--- config.mk ---
export PLATFORM = sky130hd
export DESIGN_NAME = portamento_scheduler
export DESIGN_NICKNAME = d
export VERILOG_FILES = /design/src/rtl/portamento_scheduler.sv
export SDC_FILE = /design/constraint.sdc
export NUM_CORES = 1
export LEC_CHECK = 0
export CAP_MARGIN = 20
export CORE_UTILIZATION = 50
export DETAILED_ROUTE_END_ITERATION = 10
export GPL_ROUTABILITY_DRIVEN = 0
export PLACE_DENSITY = 0.87
export SKIP_LAST_GASP = 1
export SLEW_MARGIN = 20
export SYNTH_ARGS = -nofsm -noshare
export SYNTH_HDL_FRONTEND = slang
export SYNTH_SLANG_ARGS = --single-unit
--- constraint.sdc ---
create_clock -name clk50mhz -period 5.22 [get_ports clk50mhz]
set_clock_uncertainty 0.05 [all_clocks]
set_input_delay 1.566 -clock clk50mhz [delete_from_list [all_inputs] [get_ports clk50mhz]]
set_output_delay 1.566 -clock clk50mhz [all_outputs]
set_load 0.05 [all_outputs]
--- src/rtl/portamento_scheduler.sv ---
// portamento_scheduler: round-robin scan of four voice targets through one
// shared portamento filter. Each tick_en runs one scan of units 0..3; every
// slot is SETUP, PULSE, WAIT (WAIT_CYC cycles) and CAPTURE.
// Optional feature macro: PORTA_GLIDE_BYPASS_EN adds a per-unit bypass input
// that makes the captured pitch the target snapshot instead of the filter output.
module portamento_scheduler #(
    parameter int DSZ      = 52,
    parameter int NUNITS   = 4,
    parameter int WAIT_CYC = 3
) (
    input  logic           clk50mhz,
    input  logic           reset,
    input  logic           tick_en,
    input  logic           tgt_we,
    input  logic [1:0]     tgt_unit,
    input  logic [DSZ-1:0] tgt_data,
`ifdef PORTA_GLIDE_BYPASS_EN
    input  logic [3:0]     bypass,
`endif
    output logic [1:0]     porta_unit,
    output logic           porta_clk,
    output logic [DSZ-1:0] porta_in,
    input  logic [DSZ-1:0] porta_out,
    output logic           pitch_valid,
    output logic [1:0]     pitch_unit,
    output logic [DSZ-1:0] pitch_data,
    output logic           busy,
    output logic           overrun
);

    localparam int WW    = (WAIT_CYC > 1) ? $clog2(WAIT_CYC) : 1;
    localparam int WLAST = (WAIT_CYC > 0) ? WAIT_CYC - 1 : 0;

    typedef enum logic [2:0] {S_IDLE, S_SETUP, S_PULSE, S_WAIT, S_CAPTURE} state_t;

    state_t           r_state, w_next;
    logic [1:0]       r_unit;
    logic [WW-1:0]    r_wcnt;
    logic [DSZ-1:0]   r_tgt [NUNITS];
    logic             r_pending, r_overrun;
    logic [1:0]       r_porta_unit, r_pitch_unit;
    logic [DSZ-1:0]   r_porta_in, r_pitch_data;
    logic             r_pitch_valid;
    logic             w_pclk;
    logic             w_start;
    logic             w_last_unit;
    logic [DSZ-1:0]   w_capture;

    assign w_start     = (r_state == S_IDLE) && (tick_en || r_pending);
    assign w_last_unit = (r_unit == 2'(NUNITS - 1));

`ifdef PORTA_GLIDE_BYPASS_EN
    // Bypassed units report the snapshot they were driven with.
    assign w_capture = bypass[r_unit] ? r_porta_in : porta_out;
`else
    assign w_capture = porta_out;
`endif

    // State register.
    always_ff @(posedge clk50mhz) begin
        if (reset) r_state <= S_IDLE;
        else       r_state <= w_next;
    end

    // Next-state decode and the filter action pulse.
    always_comb begin
        w_next = r_state;
        w_pclk = 1'b0;
        case (r_state)
            S_IDLE:    if (tick_en || r_pending) w_next = S_SETUP;
            S_SETUP:   w_next = S_PULSE;
            S_PULSE: begin
                w_pclk = 1'b1;
                w_next = (WAIT_CYC > 0) ? S_WAIT : S_CAPTURE;
            end
            S_WAIT:    if (r_wcnt == WW'(WLAST)) w_next = S_CAPTURE;
            S_CAPTURE: w_next = w_last_unit ? S_IDLE : S_SETUP;
            default:   w_next = S_IDLE;
        endcase
    end

    // Targets, request queueing, slot datapath and captured outputs.
    always_ff @(posedge clk50mhz) begin
        if (reset) begin
            for (int i = 0; i < NUNITS; i++) r_tgt[i] <= '0;
            r_unit        <= '0;
            r_wcnt        <= '0;
            r_pending     <= 1'b0;
            r_overrun     <= 1'b0;
            r_porta_unit  <= '0;
            r_porta_in    <= '0;
            r_pitch_valid <= 1'b0;
            r_pitch_unit  <= '0;
            r_pitch_data  <= '0;
        end else begin
            if (tgt_we) r_tgt[tgt_unit] <= tgt_data;

            // One request may queue behind a running scan; a second is lost.
            // In IDLE a pending request starts the scan and a coincident tick stays queued.
            if (r_state == S_IDLE)
                r_pending <= r_pending && tick_en;
            else if (tick_en) begin
                if (r_pending) r_overrun <= 1'b1;
                else           r_pending <= 1'b1;
            end

            r_pitch_valid <= (r_state == S_CAPTURE);

            if (w_start) r_unit <= '0;

            case (r_state)
                S_SETUP: begin
                    r_porta_unit <= r_unit;
                    r_porta_in   <= r_tgt[r_unit];
                    r_wcnt       <= '0;
                end
                S_WAIT:  r_wcnt <= r_wcnt + 1'b1;
                S_CAPTURE: begin
                    r_pitch_data <= w_capture;
                    r_pitch_unit <= r_unit;
                    r_unit       <= r_unit + 1'b1;
                end
                default: ;
            endcase
        end
    end

    assign porta_unit  = r_porta_unit;
    assign porta_clk   = w_pclk;
    assign porta_in    = r_porta_in;
    assign pitch_valid = r_pitch_valid;
    assign pitch_unit  = r_pitch_unit;
    assign pitch_data  = r_pitch_data;
    assign busy        = (r_state != S_IDLE);
    assign overrun     = r_overrun;

endmodule

==> summary.txt, run 1 <==
Run status
  • Status: completed

Route
  • Final WL: 28,230 um
  • Drt wl/cell: 19.70 um
  • DR iter-0 viols: 457
  • Vias/cell: roughly 5.4
  • Detail Route Antenna Nets: 0
  • Drc violations: 0
  • Via count: slightly below 8,000
  • Drt pass-1 iters: 5

Floorplan
  • Cell Rows: 58
  • Io pins: about 220
  • Placeable Area: between 20,000 and 30,000 um^2
  • Die W: between 150 and 200 um
  • Initial core utilization: 51.09%
  • Area of the die: around 26,000 um^2
  • DIE HEIGHT: 162.6 um

Synth
  • Syn avg cell area: between 10 and 15 um^2
  • Synthesized area: 12,900 um^2
  • Area share of the largest cell type after synthesis: 48.41%
  • Seq/Total Area, Yosys: about two thirds
  • Cell taking the most area after synthesis: edfxtp_1
  • Synth area leaders: edfxtp_1, dfxtp_1, and2_1, mux4_2, mux2i_1
  • Yosys reg bits: approximately 330
  • Count of different cell masters after synthesis: 34
  • Syn_nets: between 900 and 1,000
  • Synth Warn #: 0
  • Mapped Cells: 861

Critical path
  • Setup crit end kind: output port
  • CP Launch Type: register
  • Critical path type: register to output port
  • Flop-to-flop setup slack: about 2.8 ns
  • Critical Path RT: about 3.6 ns
  • Critical Path AT: between 2 and 2.5 ns
  • CP Max Fanout: 16

Place
  • DP HPWL: approximately 18,000 um
  • Post-Place Worst Slack: between 1 and 1.5 ns
  • Port bufs: 221

Pwr
  • Leakage: 5.798 nW
  • Tot Pwr: between 5 and 6 mW
  • Power per Cell Area: 358.3 nW/um^2
  • Peak supply drop: between 0.0002 and 0.00025 V

Global routing
  • Grt ovf: 0
  • Largest net degree at the start of global routing: 57
  • Total Routing Usage GR: roughly 22%
  • Initial antenna violation count: 1
  • Number of global-route vias before repair: around 8,100
  • First-pass GRT wire length: 43,660 um

STA
  • Final Hold Viols: 0
  • Setup Viol. Count Final: 0
  • Slack of the critical path: between 1 and 1.5 ns
  • Worst-margin pin slew: approximately 1 ns
  • Fin crit period: 3.923 ns
  • Slew HR: about a third
  • Final Max Tran Viols: 0
  • Part of the cycle the worst path needs: between 70% and 80%
  • Achievable Freq: between 200 and 300 MHz
  • RSZ-0062 raised after global routing: no
  • Setup TNS: 0 ns
  • WHS: between 0.4 and 0.5 ns

Job
  • Max_cap viols: 0

Clocking
  • CTS buffer count: 36
  • H-tree levels: 2
  • Clk sinks: ~330
  • Clock Tree Root: clkbuf_16
  • Clock insertion delay at the later pin of the skew report: approximately 0.5 ns
  • Clk pin slew, worst setup/hold paths: about 0.06 ns
  • Post-CTS setup buffer count: 0
  • Clock Path Buffers: 3
  • Post-CTS sizing: 0
  • CTS Hold Bufs: 0
  • CTS tree: built

Final layout
  • Fill count: 1,788
  • Share of layout cells above drive strength 1: around an eighth
  • Final nets: 1,188
  • Area Overhead vs Synth: 28.91%

Hold path
  • Worst Hold Class: register to register
[final timing paths]
| path | startpoint | endpoint | cells after the start |
|---|---|---|---|
| worst min-delay path | r_wcnt[1] | r_wcnt[1] | 2 |
| worst max register to register | r_state[1] | porta_in[15] | 4 |
| worst max-delay path | r_state[1] | porta_clk | 2 |
| worst min register to register | r_wcnt[1] | r_wcnt[1] | 2 |
[cells in the mapped netlist]
cell type / n
nor3b_2: 3
nor2b_1: 2
mux4_2: 52
and3_1: 1
buf_1: 1
o22a_1: 1
ha_1: 2
mux2i_1: 54
nand2b_1: 3
o21bai_1: 1
buf_2: 18
a21oi_1: 7
nor2_1: 57
and2_1: 208
dfxtp_1: 118
nor3b_1: 2
a31o_2: 1
nor3_1: 4
a31oi_1: 1
o31ai_1: 2
nand2_1: 8
inv_1: 1
nor4_1: 2
buf_4: 6
or3b_2: 1
clkbuf_1: 35
or2_2: 2
edfxtp_1: 208
a22o_1: 52
nor3_2: 2
o21a_1: 1
or3_1: 1
nand3b_1: 1
o21ai_0: 3
[routing by layer]
layer | vias up | wire length, um | GRT usage [%]
li1 | 3581 | - | -
met1 | 3849 | 11680 | 28.02
met2 | 273 | 14180 | 37.00
met3 | 38 | 1833 | 3.794
met4 | 0 | 534 | 7.222
met5 | - | 0 | 0
[cell type report]
class                           count  area [um^2]  area share (%)
Clock inverter                     12        116.4          0.6997
Multi-Input combinational cell    474         4085           24.56
Inverter                            1        3.754         0.02257
Clock buffer                       52         1055           6.342
Tap cell                          330        412.9           2.483
Timing Repair Buffer              237         2340           14.07
Antenna cell                        1        2.502         0.01505
Sequential cell                   326         8616           51.81
[critical path, cell delays in order, from the launching register on]
cell and delay [ns]:
dfxtp_1 0.70, nor3b_1 0.26, clkdlybuf4s50_1 0.85
[cell families after synthesis]
family	count (synthesis)	share of synthesized area, %
AO/OA/AOI/OAI	69	4.335
adder cells (fa/ha/maj)	2	0.1939
flip-flops	326	66.72
multiplexers	106	13.27
buffers and inverters	61	2.124
AND/OR/NAND/NOR	297	13.35
[per-stage QoR]
stage | area [um^2] | util (%) | instances
finish | 16630 | 65.85 | 1433
global placement | 15460 | 61.21 | 1368
detailed placement | 15460 | 61.21 | 1368
global route | 16630 | 65.85 | 1433
floorplan | 12900 | - | 861
CTS | 16630 | 65.84 | 1432
[sequential cells by signal (all words and copies together) (netlist names)]
signal,flops
pitch_unit,2
r_wcnt,2
r_pending,1
r_state,3
r_unit,2
overrun,1
pitch_valid,1
porta_in,52
pitch_data,52
porta_unit,2
r_tgt,208
[layout by cell type (no fill, tap or decap), types with 3 or more instances in the layout]
cell             synthesis  layout
edfxtp_1               208     208
clkbuf_8                 0       3
mux4_2                  52      52
clkbuf_1                35      10
nor3_1                   4       4
clkbuf_16                0      39
nor3b_4                  0       3
buf_4                    6      15
mux2i_1                 54      54
a21oi_1                  7       7
clkinv_2                 0       5
inv_4                    0       3
a22o_1                  52      52
and2_1                 208     208
clkdlybuf4s50_1          0     220
nor2_1                  57      56
nand2b_1                 3       3
o21ai_0                  3       3
nand2_1                  8       8
dfxtp_1                118     116
[report_power, final]
part / leakage (nW) / total [mW] / internal, mW / switching (mW)
clock network: 0.581 / 2.48 / 1.51 / 0.970
registers: 2.99 / 2.97 / 2.90 / 0.0605
logic: 2.23 / 0.515 / 0.219 / 0.296
total: 5.80 / 5.96 / 4.63 / 1.33
(Power assumes the default switching activity.)
==> run 2, diff against run 1 <==
==> constraint.sdc (replaced) <==
create_clock -name clk50mhz -period 4.04 [get_ports clk50mhz]
set_clock_uncertainty 0.05 [all_clocks]
set_input_delay 1.212 -clock clk50mhz [delete_from_list [all_inputs] [get_ports clk50mhz]]
set_output_delay 1.212 -clock clk50mhz [all_outputs]
set_load 0.05 [all_outputs]
==> summary.txt, run 2 (synthesized netlist as in run 1, its figures left out) <==
Run status
  • Status: completed

Clocking
  • CTS Hold Bufs: 0 (unchanged)
  • Post-CTS sizing: 0 (unchanged)
  • Clock Tree Root: clkbuf_16
  • CTS tree: built
  • CTS buffer count: 35 (-2.8%)
  • Clock insertion delay at the later pin of the skew report: 0.50 ns (about the same)
  • Clock Path Buffers: 3 (unchanged)
  • Post-CTS setup buffer count: 0 (unchanged)
  • H-tree levels: 2 (unchanged)
  • Clk pin slew, worst setup/hold paths: 0.06 ns (about the same)
  • Clk sinks: 326 (unchanged)

Route
  • Vias/cell: 5.413 (+0.20%)
  • Via count: 7,762 (+0.27%)
  • Detail Route Antenna Nets: 0 (unchanged)
  • Drt wl/cell: 19.95 um (+1.3%)
  • DR iter-0 viols: 502 (+9.8%)
  • Drc violations: 0 (unchanged)
  • Drt pass-1 iters: 4 (-1)
  • Final WL: 28,610 um (+1.4%)

Pwr
  • Tot Pwr: 7.702 mW (+29%)
  • Leakage: 5.807 nW (+0.14%)
  • Power per Cell Area: 462.2 nW/um^2 (+29%)
  • Peak supply drop: 0.0004079 V (+74%)

STA
  • Final Max Tran Viols: 0 (unchanged)
  • Slew HR: 38.72% (+5.2 points)
  • RSZ-0062 raised after global routing: no
  • Part of the cycle the worst path needs: roughly 89%
  • Setup TNS: 0 ns (unchanged)
  • Final Hold Viols: 0 (unchanged)
  • Fin crit period: 3.614 ns
  • Worst-margin pin slew: 0.9191 ns (-0.07586 ns)
  • Achievable Freq: between 200 and 300 MHz
  • Setup Viol. Count Final: 0 (unchanged)
  • WHS: 0.4050 ns (-0.002570 ns)

Floorplan
  • Area of the die: 26,450 um^2 (unchanged)
  • Initial core utilization: 51.09% (unchanged)
  • Die W: 162.6 um (unchanged)
  • Placeable Area: 25,250 um^2 (unchanged)
  • Cell Rows: 58 (unchanged)
  • Io pins: 222 (unchanged)
  • DIE HEIGHT: 162.6 um (unchanged)

Final layout
  • Final nets: 1,190 (+0.17%)
  • Top reg by flops: r_tgt
  • Share of layout cells above drive strength 1: 12.23% (-0.11 points)
  • N_diodes: 0 (-1)
  • Most common cell after layout, fill and taps aside: clkdlybuf4s50_1
  • Commonest non-fill, non-tap cells in the layout: clkdlybuf4s50_1, and2_1, edfxtp_1
  • Final instance area: 16,660 um^2 (+0.20%)
  • Area Overhead vs Synth: 29.17%
  • Largest register FFs: 208 (unchanged)

Place
  • Port bufs: 221 (unchanged)
  • DP HPWL: 17,170 um (-1.9%)
  • DP Area: 15,500 um^2 (+0.31%)

Critical path
  • CP Launch Type: register
  • Crit path largest cell delay: 0.87 ns (+0.02 ns)
  • Critical Path AT: 2.35 ns (+0.04 ns)
  • Critical Path RT: 2.78 ns (-0.82 ns)
  • CP Max Fanout: 16 (unchanged)
  • Slowest cell on crit path: clkdlybuf4s50_1
  • CP Cell Sequence: or3_1, clkdlybuf4s50_1
  • Crit path buf inv count: 1 (unchanged)
  • Critical path type: register to output port
  • Crit-path leading delay family: buffers and inverters
  • Setup crit end kind: output port

Global routing
  • Largest net degree at the start of global routing: 60 (+5.3%)
  • Initial antenna violation count: 0 (-1)
  • Number of global-route vias before repair: 7,951 (-1.3%)
  • Grt ovf: 0 (unchanged)
  • Total Routing Usage GR: 21.75% (+0.088 points)
  • First-pass GRT wire length: 43,700 um (about the same)

Hold path
  • Worst Hold Class: register to register

Job
  • Max_cap viols: 0 (unchanged)
[run 2: changes by cell type in the layout (fill, tap and decap cells not counted), sizes merged]
cell	before	now
clkinv	6	7
bufinv	2	3
diode	1	0
inv	5	1
buf	17	20
clkinvlp	0	1
[run 2: power breakdown]
part / internal (mW) / leakage, nW / switching (mW)
Combinational: 0.289 / 2.26 / 0.386
Sequential: 3.75 / 2.99 / 0.0750
Clock: 1.96 / 0.564 / 1.24
Total: 6.00 / 5.81 / 1.70
[run 2: metrics by stage]
stage	std cells	util, %	setup WS [ns]
6_report	1434	65.99	0.4264
5_1_grt	1434	65.99	0.3269
4_1_cts	1434	65.99	0.4394
3_5_place_dp	1371	61.40	0.8518
3_3_place_gp	1371	61.40	0.9196
2_1_floorplan	861	-	0.8072
[run 2: worst reg2reg max path: stages (launching register included)]
cell     delay [ns]
dfxtp_4        0.76
buf_4          0.44
mux4_2         0.59
a22o_1         0.19
[run 2: layout make-up]
| class | count | area, um^2 |
|---|---|---|
| flip-flops and latches | 326 | 8616 |
| fillers | 1782 | 8589 |
| multi-input cells | 474 | 4085 |
| repair buffers | 240 | 2387 |
| clock buffers | 52 | 1032 |
| well taps | 330 | 412.9 |
| clock inverters | 11 | 127.6 |
| inverters | 1 | 3.754 |
[run 2: path summary, 6_finish.rpt]
| path | cells after the start | start | slack, ns | end |
|---|---|---|---|---|
| worst max-delay path | 2 | r_state[1] | 0.43 | busy |
| worst min-delay path | 2 | r_wcnt[1] | 0.40 | r_wcnt[1] |
| worst max register to register | 3 | r_unit[0] | 1.91 | porta_in[41] |
| worst min register to register | 2 | r_wcnt[1] | 0.40 | r_wcnt[1] |
[run 2: routing by layer]
| layer | global-route usage [%] | up-vias | part of all wire (%) |
|---|---|---|---|
| met4 | 6.117 | 0 | 2.0 |
| met2 | 38.27 | 278 | 50 |
| met1 | 27.33 | 3855 | 40 |
| met3 | 4.202 | 49 | 7.2 |
| li1 | - | 3580 | - |
| met5 | 0 | - | 0 |
==> run 3, diff against run 2 <==
--- a/config.mk
+++ b/config.mk
@@ -6,6 +6,7 @@
 export NUM_CORES = 1
 export LEC_CHECK = 0
 export CAP_MARGIN = 20
+export CORE_MARGIN = 2
 export CORE_UTILIZATION = 50
 export DETAILED_ROUTE_END_ITERATION = 10
 export GPL_ROUTABILITY_DRIVEN = 0
==> summary.txt, run 3 (synthesized netlist as in run 1, its figures left out) <==
Pwr
  • Leakage: 5.750 nW (-0.97%)
  • Share of total power in sequential cells: 51.4% (+1.7 points)
  • Clk pwr share: 39.6% (-1.9 points)
  • Peak supply drop: 0.0003187 V (-22%)
  • Switching part of the total: 22.58% (+0.47 points)
  • Internal power: 5.773 mW (-3.8%)
  • Psw: 1.684 mW (-1.1%)
  • Power per Cell Area: 450.4 nW/um^2 (-2.6%)
  • Comb power frac: 9.0% (+0.2 points)
  • Tot Pwr: 7.457 mW (-3.2%)

Clocking
  • Clock insertion delay at the later pin of the skew report: 0.51 ns (about the same)
  • Post-CTS setup buffer count: 0 (unchanged)
  • Clock Tree Root: clkbuf_16
  • Clock Path Buffers: 3 (unchanged)
  • H-tree levels: 2 (unchanged)
  • Clk sinks: 326 (unchanged)
  • CTS buffer count: 34 (-2.9%)
  • Clk pin slew, worst setup/hold paths: 0.06 ns (about the same)
  • CTS Hold Bufs: 0 (unchanged)
  • CTS tree: built
  • Post-CTS sizing: 0 (unchanged)

Final layout
  • Final instance area: 16,560 um^2 (-0.65%)
  • Largest register FFs: 208 (unchanged)
  • Commonest non-fill, non-tap cells in the layout: clkdlybuf4s50_1, and2_1, edfxtp_1
  • Final core occ: 65.56% (-0.43 points)
  • Most common cell after layout, fill and taps aside: clkdlybuf4s50_1
  • Area Overhead vs Synth: 28.34%
  • Share of layout cells above drive strength 1: 11.72% (-0.51 points)
  • Final nets: 1,187 (-0.25%)
  • Top reg by flops: r_tgt

Global routing
  • Total Routing Usage GR: 21.41% (-0.34 points)
  • First-pass GRT wire length: 43,680 um (about the same)
  • Number of global-route vias before repair: 7,946 (-0.063%)
  • Grt ovf: 0 (unchanged)
  • Initial antenna violation count: 3 (+3)
  • Largest net degree at the start of global routing: 59 (-1.7%)

Floorplan
  • Die W: 164.6 um (+1.2%)
  • Io pins: 222 (unchanged)
  • Area of the die: 27,100 um^2 (+2.5%)
  • DIE HEIGHT: 164.6 um (+1.2%)
  • Initial core utilization: 51.09% (unchanged)
  • Placeable Area: 25,250 um^2 (unchanged)
  • Cell Rows: 58 (unchanged)

Critical path
  • Critical Path RT: 2.78 ns (about the same)
  • CP Max Fanout: 16 (unchanged)
  • Setup crit end kind: output port
  • Crit-path leading delay family: buffers and inverters
  • Flop-to-flop setup slack: 1.82 ns (-0.09 ns)
  • Slowest cell on crit path: clkdlybuf4s50_1
  • CP Cell Sequence: or3_1, clkdlybuf4s50_1
  • Crit path largest cell delay: 0.85 ns (-0.02 ns)
  • CP Launch Type: register
  • Critical Path AT: 2.30 ns (-0.05 ns)
  • Critical path type: register to output port
  • Crit path buf inv count: 1 (unchanged)

STA
  • Achievable Freq: 280.9 MHz (+1.5%)
  • Setup TNS: 0 ns (unchanged)
  • Setup Viol. Count Final: 0 (unchanged)
  • Fin crit period: 3.560 ns (-0.05397 ns)
  • Slew HR: 39.68% (+0.96 points)
  • Final Hold Viols: 0 (unchanged)
  • Final Max Tran Viols: 0 (unchanged)
  • Part of the cycle the worst path needs: 88.11% (-1.3 points)
  • RSZ-0062 raised after global routing: no
  • Worst-margin pin slew: 0.9048 ns (-0.01436 ns)

Route
  • DR iter-0 viols: 581 (+16%)
  • Via count: 7,756 (-0.077%)
  • Vias/cell: 5.409 (about the same)
  • Final WL: 29,190 um (+2.0%)
  • Drc violations: 0 (unchanged)
  • Drt pass-1 iters: 4 (unchanged)
  • Drt wl/cell: 20.35 um (+2.0%)
  • Detail Route Antenna Nets: 0 (unchanged)

Place
  • DP HPWL: 17,600 um (+2.5%)
  • DP Area: 15,490 um^2 (about the same)
  • Port bufs: 221 (unchanged)

Job
  • Max_cap viols: 0 (unchanged)

Hold path
  • Worst Hold Class: register to register

Run status
  • Status: completed
run 3: stage by stage:
stage / setup slack (ns) / hold slack [ns] / std cells
after floorplan: 0.8072 / 0.3855 / 861
after global placement: 0.9004 / 0.3920 / 1369
after detailed placement: 0.8526 / 0.3992 / 1369
after CTS: 0.4362 / 0.4072 / 1431
after global routing: 0.3477 / 0.4427 / 1431
final: 0.4804 / 0.4049 / 1434
run 3: path summary, 6_finish.rpt:
check / from / end / depth (start not counted)
max: r_state[1] / busy / 2
min: r_wcnt[1] / r_wcnt[1] / 2
max reg2reg: r_unit[0] / porta_in[10] / 3
min reg2reg: r_wcnt[1] / r_wcnt[1] / 2
run 3: power groups by stage:
stage / combinational, mW / sequential (mW) / clock, mW
floorplan: 0.239 / 4.00 / 0
global placement: 0.665 / 3.88 / 0
detailed placement: 0.675 / 3.90 / 0
CTS: 0.681 / 3.83 / 3.00
global route: 0.713 / 3.85 / 3.12
finish: 0.675 / 3.83 / 2.95
run 3: layout make-up:
type / count / area [um^2]
antenna: 3 / 7.507
inverter: 1 / 3.754
sequential: 326 / 8616
fill: 1803 / 8697
timing repair buffer: 238 / 2372
tap: 330 / 412.9
multi-input combinational: 474 / 4085
clock buffer: 53 / 1016
clock inverter: 9 / 43.79
run 3: layer usage:
metal,routed length [um],up-vias,global-route usage (%)
li1,-,3577,-
met1,11720,3838,27.38
met2,14570,300,36.61
met3,2399,39,5.048
met4,481,2,6.206
met5,16,-,0
run 3: worst min-delay path: stages, from the launching register on:
cell,delay (ns)
dfxtp_1,0.31
nand2_1,0.05
a21oi_1,0.05
